## src/rtl/seq_detect_prog.sv

```systemverilog
// seq_detect_prog: programmable serial bit-pattern detector with overlap control and a saturating match counter.
// Optional feature macro SEQ_DETECT_MASK_EN adds a per-bit don't-care mask (pat_mask) captured with the pattern.
module seq_detect_prog #(
    parameter int PAT_LEN = 4,
    parameter int CNT_W   = 8
) (
    input  logic               clk,
    input  logic               reset,
    input  logic               cfg_load,
    input  logic [PAT_LEN-1:0] pattern,
`ifdef SEQ_DETECT_MASK_EN
    input  logic [PAT_LEN-1:0] pat_mask,
`endif
    input  logic               overlap_en,
    input  logic               inp_valid,
    input  logic               inp_bit,
    input  logic               cnt_clr,
    output logic               seq_seen,
    output logic [CNT_W-1:0]   match_count,
    output logic               count_sat,
    output logic               armed
);

    localparam int                FILL_W    = $clog2(PAT_LEN + 1);
    localparam logic [FILL_W-1:0] FILL_FULL = FILL_W'(PAT_LEN);
    localparam logic [CNT_W-1:0]  CNT_MAX   = '1;
    localparam logic [CNT_W-1:0]  CNT_ONE   = CNT_W'(1);

    typedef enum logic {
        UNARMED,
        ARMED
    } state_t;

    state_t             state;
    logic [PAT_LEN-1:0] pat_q;
    logic [PAT_LEN-1:0] hist;
    logic [PAT_LEN-1:0] hist_next;
    logic [PAT_LEN-1:0] cmp_mask;
    logic [FILL_W-1:0]  fill;
    logic [FILL_W-1:0]  fill_next;
    logic               shift_en;
    logic               match_hit;
    logic               sat_next;

`ifdef SEQ_DETECT_MASK_EN
    logic [PAT_LEN-1:0] mask_q;

    always_ff @(posedge clk or negedge reset) begin
        if (!reset) begin
            mask_q <= '0;
        end else if (cfg_load) begin
            mask_q <= pat_mask;
        end
    end

    assign cmp_mask = mask_q;
`else
    assign cmp_mask = '0;
`endif

    // A bit is only consumed while armed; a concurrent cfg_load discards it.
    assign shift_en  = (state == ARMED) && inp_valid && !cfg_load;
    assign hist_next = {hist[PAT_LEN-2:0], inp_bit};
    assign fill_next = (fill == FILL_FULL) ? FILL_FULL : fill + FILL_W'(1);
    assign match_hit = shift_en && (fill_next == FILL_FULL) &&
                       (((hist_next ^ pat_q) & ~cmp_mask) == '0);
    assign sat_next  = (match_count == CNT_MAX) || (match_count == (CNT_MAX - CNT_ONE));
    assign armed     = (state == ARMED);

    always_ff @(posedge clk or negedge reset) begin
        if (!reset) begin
            state <= UNARMED;
            pat_q <= '0;
            hist  <= '0;
            fill  <= '0;
        end else if (cfg_load) begin
            state <= ARMED;
            pat_q <= pattern;
            hist  <= '0;
            fill  <= '0;
        end else if (shift_en) begin
            // Non-overlapping mode restarts from an empty history after a hit.
            if (match_hit && !overlap_en) begin
                hist <= '0;
                fill <= '0;
            end else begin
                hist <= hist_next;
                fill <= fill_next;
            end
        end
    end

    always_ff @(posedge clk or negedge reset) begin
        if (!reset) begin
            seq_seen    <= 1'b0;
            match_count <= '0;
            count_sat   <= 1'b0;
        end else begin
            seq_seen <= match_hit;
            if (cnt_clr) begin
                match_count <= '0;
                count_sat   <= 1'b0;
            end else if (match_hit) begin
                if (match_count != CNT_MAX) begin
                    match_count <= match_count + CNT_ONE;
                end
                if (sat_next) begin
                    count_sat <= 1'b1;
                end
            end
        end
    end

endmodule

```

## config.mk

```make
export PLATFORM = sky130hd
export DESIGN_NAME = seq_detect_prog
export DESIGN_NICKNAME = d
export VERILOG_FILES = /design/src/rtl/seq_detect_prog.sv
export SDC_FILE = /design/constraint.sdc
export NUM_CORES = 1
export LEC_CHECK = 0
export CORE_ASPECT_RATIO = 1.2
export CORE_MARGIN = 2
export CORE_UTILIZATION = 50
export DETAILED_ROUTE_END_ITERATION = 7
export PLACE_DENSITY = 0.77
export REMOVE_ABC_BUFFERS = 1
export SETUP_SLACK_MARGIN = 0.02
export SLEW_MARGIN = 25
export SYNTH_ARGS = -nofsm -noshare
export SYNTH_HDL_FRONTEND = slang
export SYNTH_SLANG_ARGS = --single-unit
```

## constraint.sdc

```tcl
create_clock -name clk -period 2.45 [get_ports clk]
set_input_delay 0.49 -clock clk [delete_from_list [all_inputs] [get_ports clk]]
set_output_delay 0.49 -clock clk [all_outputs]
set_load 0.02 [all_outputs]
```

# [Yosys cells after proc, flatten, opt, wreduce, memory -nomap -nowiden]
# Cells that the tools add are included.
[op_classes] addsub=2 eq_ne=5 muxes=13 n_bitwise=1 reduce_logical=15
[op_table] op="$mux W8" n=3
[op_table] op="$mux W3" n=7
[op_table] op="$eq A8 B8 Y1 const B" n=2
[op_table] op="$add A8 B1 Y8 const B" n=1
[op_table] op="$ne A8 B8 Y1 const B" n=1
[op_table] op="$reduce_bool A2 Y1" n=4
[op_table] op="$eq A3 B3 Y1 const B" n=2
[op_table] op="$logic_and A1 B1 Y1" n=5
[op_table] op="$logic_not A4 Y1" n=1
[op_table] op="$reduce_and A2 Y1" n=2
[op_table] op="$xor A4 B4 Y4" n=1
[op_table] op="$add A3 B1 Y3 const B" n=1
[op_table] op="$mux W1" n=3
[op_table] op="$logic_not A1 Y1" n=2
[op_table] op="$logic_or A1 B1 Y1" n=1
[totals] ff_bits=21 in_bits=11 wordCells=43

# [Depth between registers and ports, before layout]
[logic_depth] ltp_word=9 depth_mapped=7 depth_no_buf=7

# [Worst setup path after synthesis]
# Ideal clock, no wire load.
[synth_path] path_kind="register to register" startpoint="register fill[0]" endpoint="register match_count[7]" setup_ns=0.127 arrival_time_ns=1.795 t_required_ns=2.323 path_slack_ns=0.528 path_stages_with_launch=7 synth_period_minus_slack_ns=1.922 path_cell_list="dfrtp_1 -> inv_1 -> ha_1 -> nor4_4 -> and4_4 -> nand4_1 -> mux2_1"
[synth_via] elab_chain_cells=7
[synth_lines] item="start, declared" line_no="39" source="logic [FILL_W-1:0] fill;"
[synth_lines] item="start signal, assigned" line_no="88" source="fill <= fill_next;"
[synth_lines] item="$add A3 B1 Y3 / $eq A3 B3 Y1 (equally long branches)" line_no="64" source="assign fill_next = (fill == FILL_FULL) ? FILL_FULL : fill + FILL_W'(1);"
[synth_lines] item="$mux W3 (*)" line_no="64"
[synth_lines] item="$eq A3 B3 Y1 (*)" line_no="65" source="assign match_hit = shift_en && (fill_next == FILL_FULL) &&"
[synth_lines] item="$logic_and A1 B1 Y1 (*) (2 in a row)" line_no="65"
[synth_lines] item="$reduce_bool A2 Y1 (no source line) (*)"
[synth_lines] item="$reduce_and A2 Y1 (no source line) (*)"
[synth_lines] item="end signal, assigned" line_no="105" source="match_count <= match_count + CNT_ONE;"
[synth_lines] item="end, declared" line_no="19" source="output logic [CNT_W-1:0] match_count,"
# Mark *: on every way between the ends. The rest lies on a longest branch, timed or not.
# A chain may end at the register's enable or synchronous reset.

# [Worst setup path in the final report]
[layout_path] startpoint="register fill[0]" endpoint="register match_count[4]"
# Same word-level chain as after synthesis.

==> impl_metrics.toml <==
[clock_tree]
ctsResizeCount = 0
cts_made_buffers = 3
cts_post_setup_buffers_inserted = 0
clk_root_buf = "sky130_fd_sc_hd__clkbuf_4"
post_cts_hold_buffer_count = 0
clk_path_buf_depth = 2
clock_tree_sinks = 21
ctsHtreeMaxLevel = 1
clkLatencyLatePin_ns = 0.31
path_clk_slew_ns = 0.11
tritoncts = "yes"

[synth]
synth.yosys.warnings = 0
number_of_storage_elements_in_the_synthesis_netlist = 21
yosysSeqAreaShare_pct = 46.2
synthesis.area_um2 = 1140
synth_cells = 111
synth-edff-count = 0
synth_ff_type = "sky130_fd_sc_hd__dfrtp_1"
synth_largest_type_area_fraction_pct = 46.2
synth.largest_area_cell = "sky130_fd_sc_hd__dfrtp_1"
synth.avg_cell_area_um2 = 10.3
synth_async_sr_flop_share_pct = 100
synth_cell_type_count = 31
netlist_top_cells_area = "sky130_fd_sc_hd__dfrtp_1, sky130_fd_sc_hd__ha_1, sky130_fd_sc_hd__nor2_1"

[worst_setup_path]
worst_setup_path_end_kind = "flip-flop"
timing.critical_path.cells = "inv_1, ha_1, nor4_4, and4_4, nand4_1, mux2_1"
worst-path-max-fanout = 6
critPathLaunchType = "flip-flop"
cp_slowest_stage_delay_ns = 0.48
cp_slowest_cell = "sky130_fd_sc_hd__dfrtp_1"
criticalPathCategory = "reg2reg"
worst-endpoint-required_ns = 2.65
cp_data_arrival_time_ns = 2.31

[pwr]
switching_power_mw = 0.161
p_int_mw = 0.459
switching_share_of_total_power_pct = 25.9
power.leakage_nw = 0.622
power.density_nw_per_um2 = 436
ir_drop_mv = 0.309
power_frac_clock_pct = 27.2
total_power_mw = 0.619
share_seq_of_total_power_pct = 59.2
combinational_share_of_power_pct = 13.6

[floorplanning]
std_cell_rows = 18
floorplan.die_area_um2 = 2680
chip_width_um = 47.6
initial_core_util_pct = 53.8
floorplan.core_area_um2 = 2120
die_height_um = 56.3
pin_count = 22

[placed_design]
place.detailed.hpwl_um = 1710
gp_congestion = 0.816
port-buffer-count = 21

[route]
first_pass_iters = 4
avgRoutedWirePerCell_um = 13.7
vias_per_cell = 5.67
drtIter0Drc = 24
num_vias = 941
detail_route.drc_violations = 0
drtAntennaViolNets = 0
drt-total-wl_um = 2280

[run]
max_cap_viol_count = 0

[sta]
worst_clock_skew_ns = 0.00414
slew-limit-headroom_pct = 70.3
layout_min_cycle_time_ns = 2.11
maxClockFrequency_mhz = 474
finalSetupViolations = 0
hold_viol = 0
slew_violations = 0
rsz0062_at_grt = "no"
setup_total_negative_slack_ns = 0
worstMarginPinSlew_ns = 0.444
final_min_period_over_clock_period_pct = 86.0

[global_route]
grt_start_max_net_pins = 22
grt_first_pass_wirelength_um = 4090
grt_residual_overflow = 0
grt_pass1_vias = 951
grt_antenna_before_repair = 0
gr-usage-all-layers_pct = 20.7

[hold_path]
hold_path.class = "in2async"

[final_layout]
layout.core_utilization_pct = 67.1
fillCellCount = 188
layout-drive-gt1-share_pct = 10.3
area.growth.synth_to_final_pct = 24.7
antenna_cells_inserted = 0
design.final.nets = 152
most-common-layout-cells = "sky130_fd_sc_hd__dfrtp_1, sky130_fd_sc_hd__clkdlybuf4s50_1, sky130_fd_sc_hd__nor2_1"

[outcome]
result_of_the_run = "complete, no violations"
## cell usage after synthesis (all sizes together), types with 2 or more instances
cell / count
dfrtp: 21
nor2: 13
a21oi: 10
mux2: 8
nand2: 7
inv: 6
nand3: 5
nand4: 5
ha: 4
nor2b: 4
xor2: 4
a211oi: 3
and3: 3
clkbuf: 2
nor4: 2
o211a: 2
xnor2: 2
## worst paths after layout
| path | from | to | slack (ns) | cells after the start |
|---|---|---|---|---|
| min | reset | count_sat$_DFFE_PN0P_ | 0.51 | 2 |
| max reg2reg | fill[0]$_DFFE_PN0P_ | match_count[4]$_DFFE_PN0P_ | 0.34 | 6 |
| max | fill[0]$_DFFE_PN0P_ | match_count[4]$_DFFE_PN0P_ | 0.34 | 6 |
| max in group asynchronous | reset | hist[0]$_DFFE_PN0P_ | 1.73 | 2 |
| min reg2reg | count_sat$_DFFE_PN0P_ | count_sat$_DFFE_PN0P_ | 0.52 | 2 |
| min in group clk | count_sat$_DFFE_PN0P_ | count_sat$_DFFE_PN0P_ | 0.52 | 2 |
## power by group through the flow
stage	registers (mW)	clock network (mW)	logic (mW)
6_report	0.367	0.169	0.0839
5_1_grt	0.368	0.187	0.0939
4_1_cts	0.367	0.176	0.0850
3_5_place_dp	0.374	0	0.0848
3_3_place_gp	0.373	0	0.0820
2_1_floorplan	0.371	0	0.0452
## stage by stage
| stage | hold WS [ns] | cell area [um2] | setup WS, ns | std cells |
|---|---|---|---|---|
| after floorplan | 0.194 | 1130 | 0.528 | 109 |
| after global placement | 0.487 | 1390 | 0.319 | 162 |
| after detailed placement | 0.494 | 1390 | 0.285 | 162 |
| after CTS | 0.507 | 1420 | 0.357 | 166 |
| after global routing | 0.548 | 1420 | 0.218 | 166 |
| final | 0.506 | 1420 | 0.342 | 166 |
## layer usage
metal | GRT usage, % | part of all wire (%) | up-vias
li1 | - | - | 446
met1 | 25.6 | 42 | 461
met2 | 33.6 | 52 | 29
met3 | 4.18 | 3.8 | 5
met4 | 8.88 | 1.8 | 0
met5 | 0 | 0 | -
## worst max-delay path: cells and delay by family (launching register included)
family        cells  cell delay [ns]
mux               1             0.34
simple gates      3             0.74
fa+ha+maj         1             0.36
flops             1             0.48
buf+inv           1             0.08
## final cells by class
class / count / area, um2 / share of cell area [%]
flip-flops and latches: 21 / 526 / 37.0
clock buffers: 4 / 26.3 / 1.85
well taps: 30 / 37.5 / 2.64
repair buffers: 23 / 225 / 15.9
multi-input cells: 82 / 583 / 41.1
inverters: 6 / 22.5 / 1.59
## flip-flops by register name, indices dropped and copies added (netlist names)
| register | count |
|---|---|
| match_count | 8 |
| count_sat | 1 |
| armed | 1 |
| seq_seen | 1 |
| hist | 3 |
| pat_q | 4 |
| fill | 3 |
## cells by family (layout without fill, tap and decap cells)
logic type	count (synthesis)	count (layout)	synth area share, %
buf+inv	8	33	2.64
fa+ha+maj	4	4	4.40
mux	9	9	8.79
xor+xnor	6	6	4.62
compound gates	18	18	11.9
simple gates	45	45	21.5
flops	21	21	46.2
No activity file was read; power rests on OpenSTA's default activity.
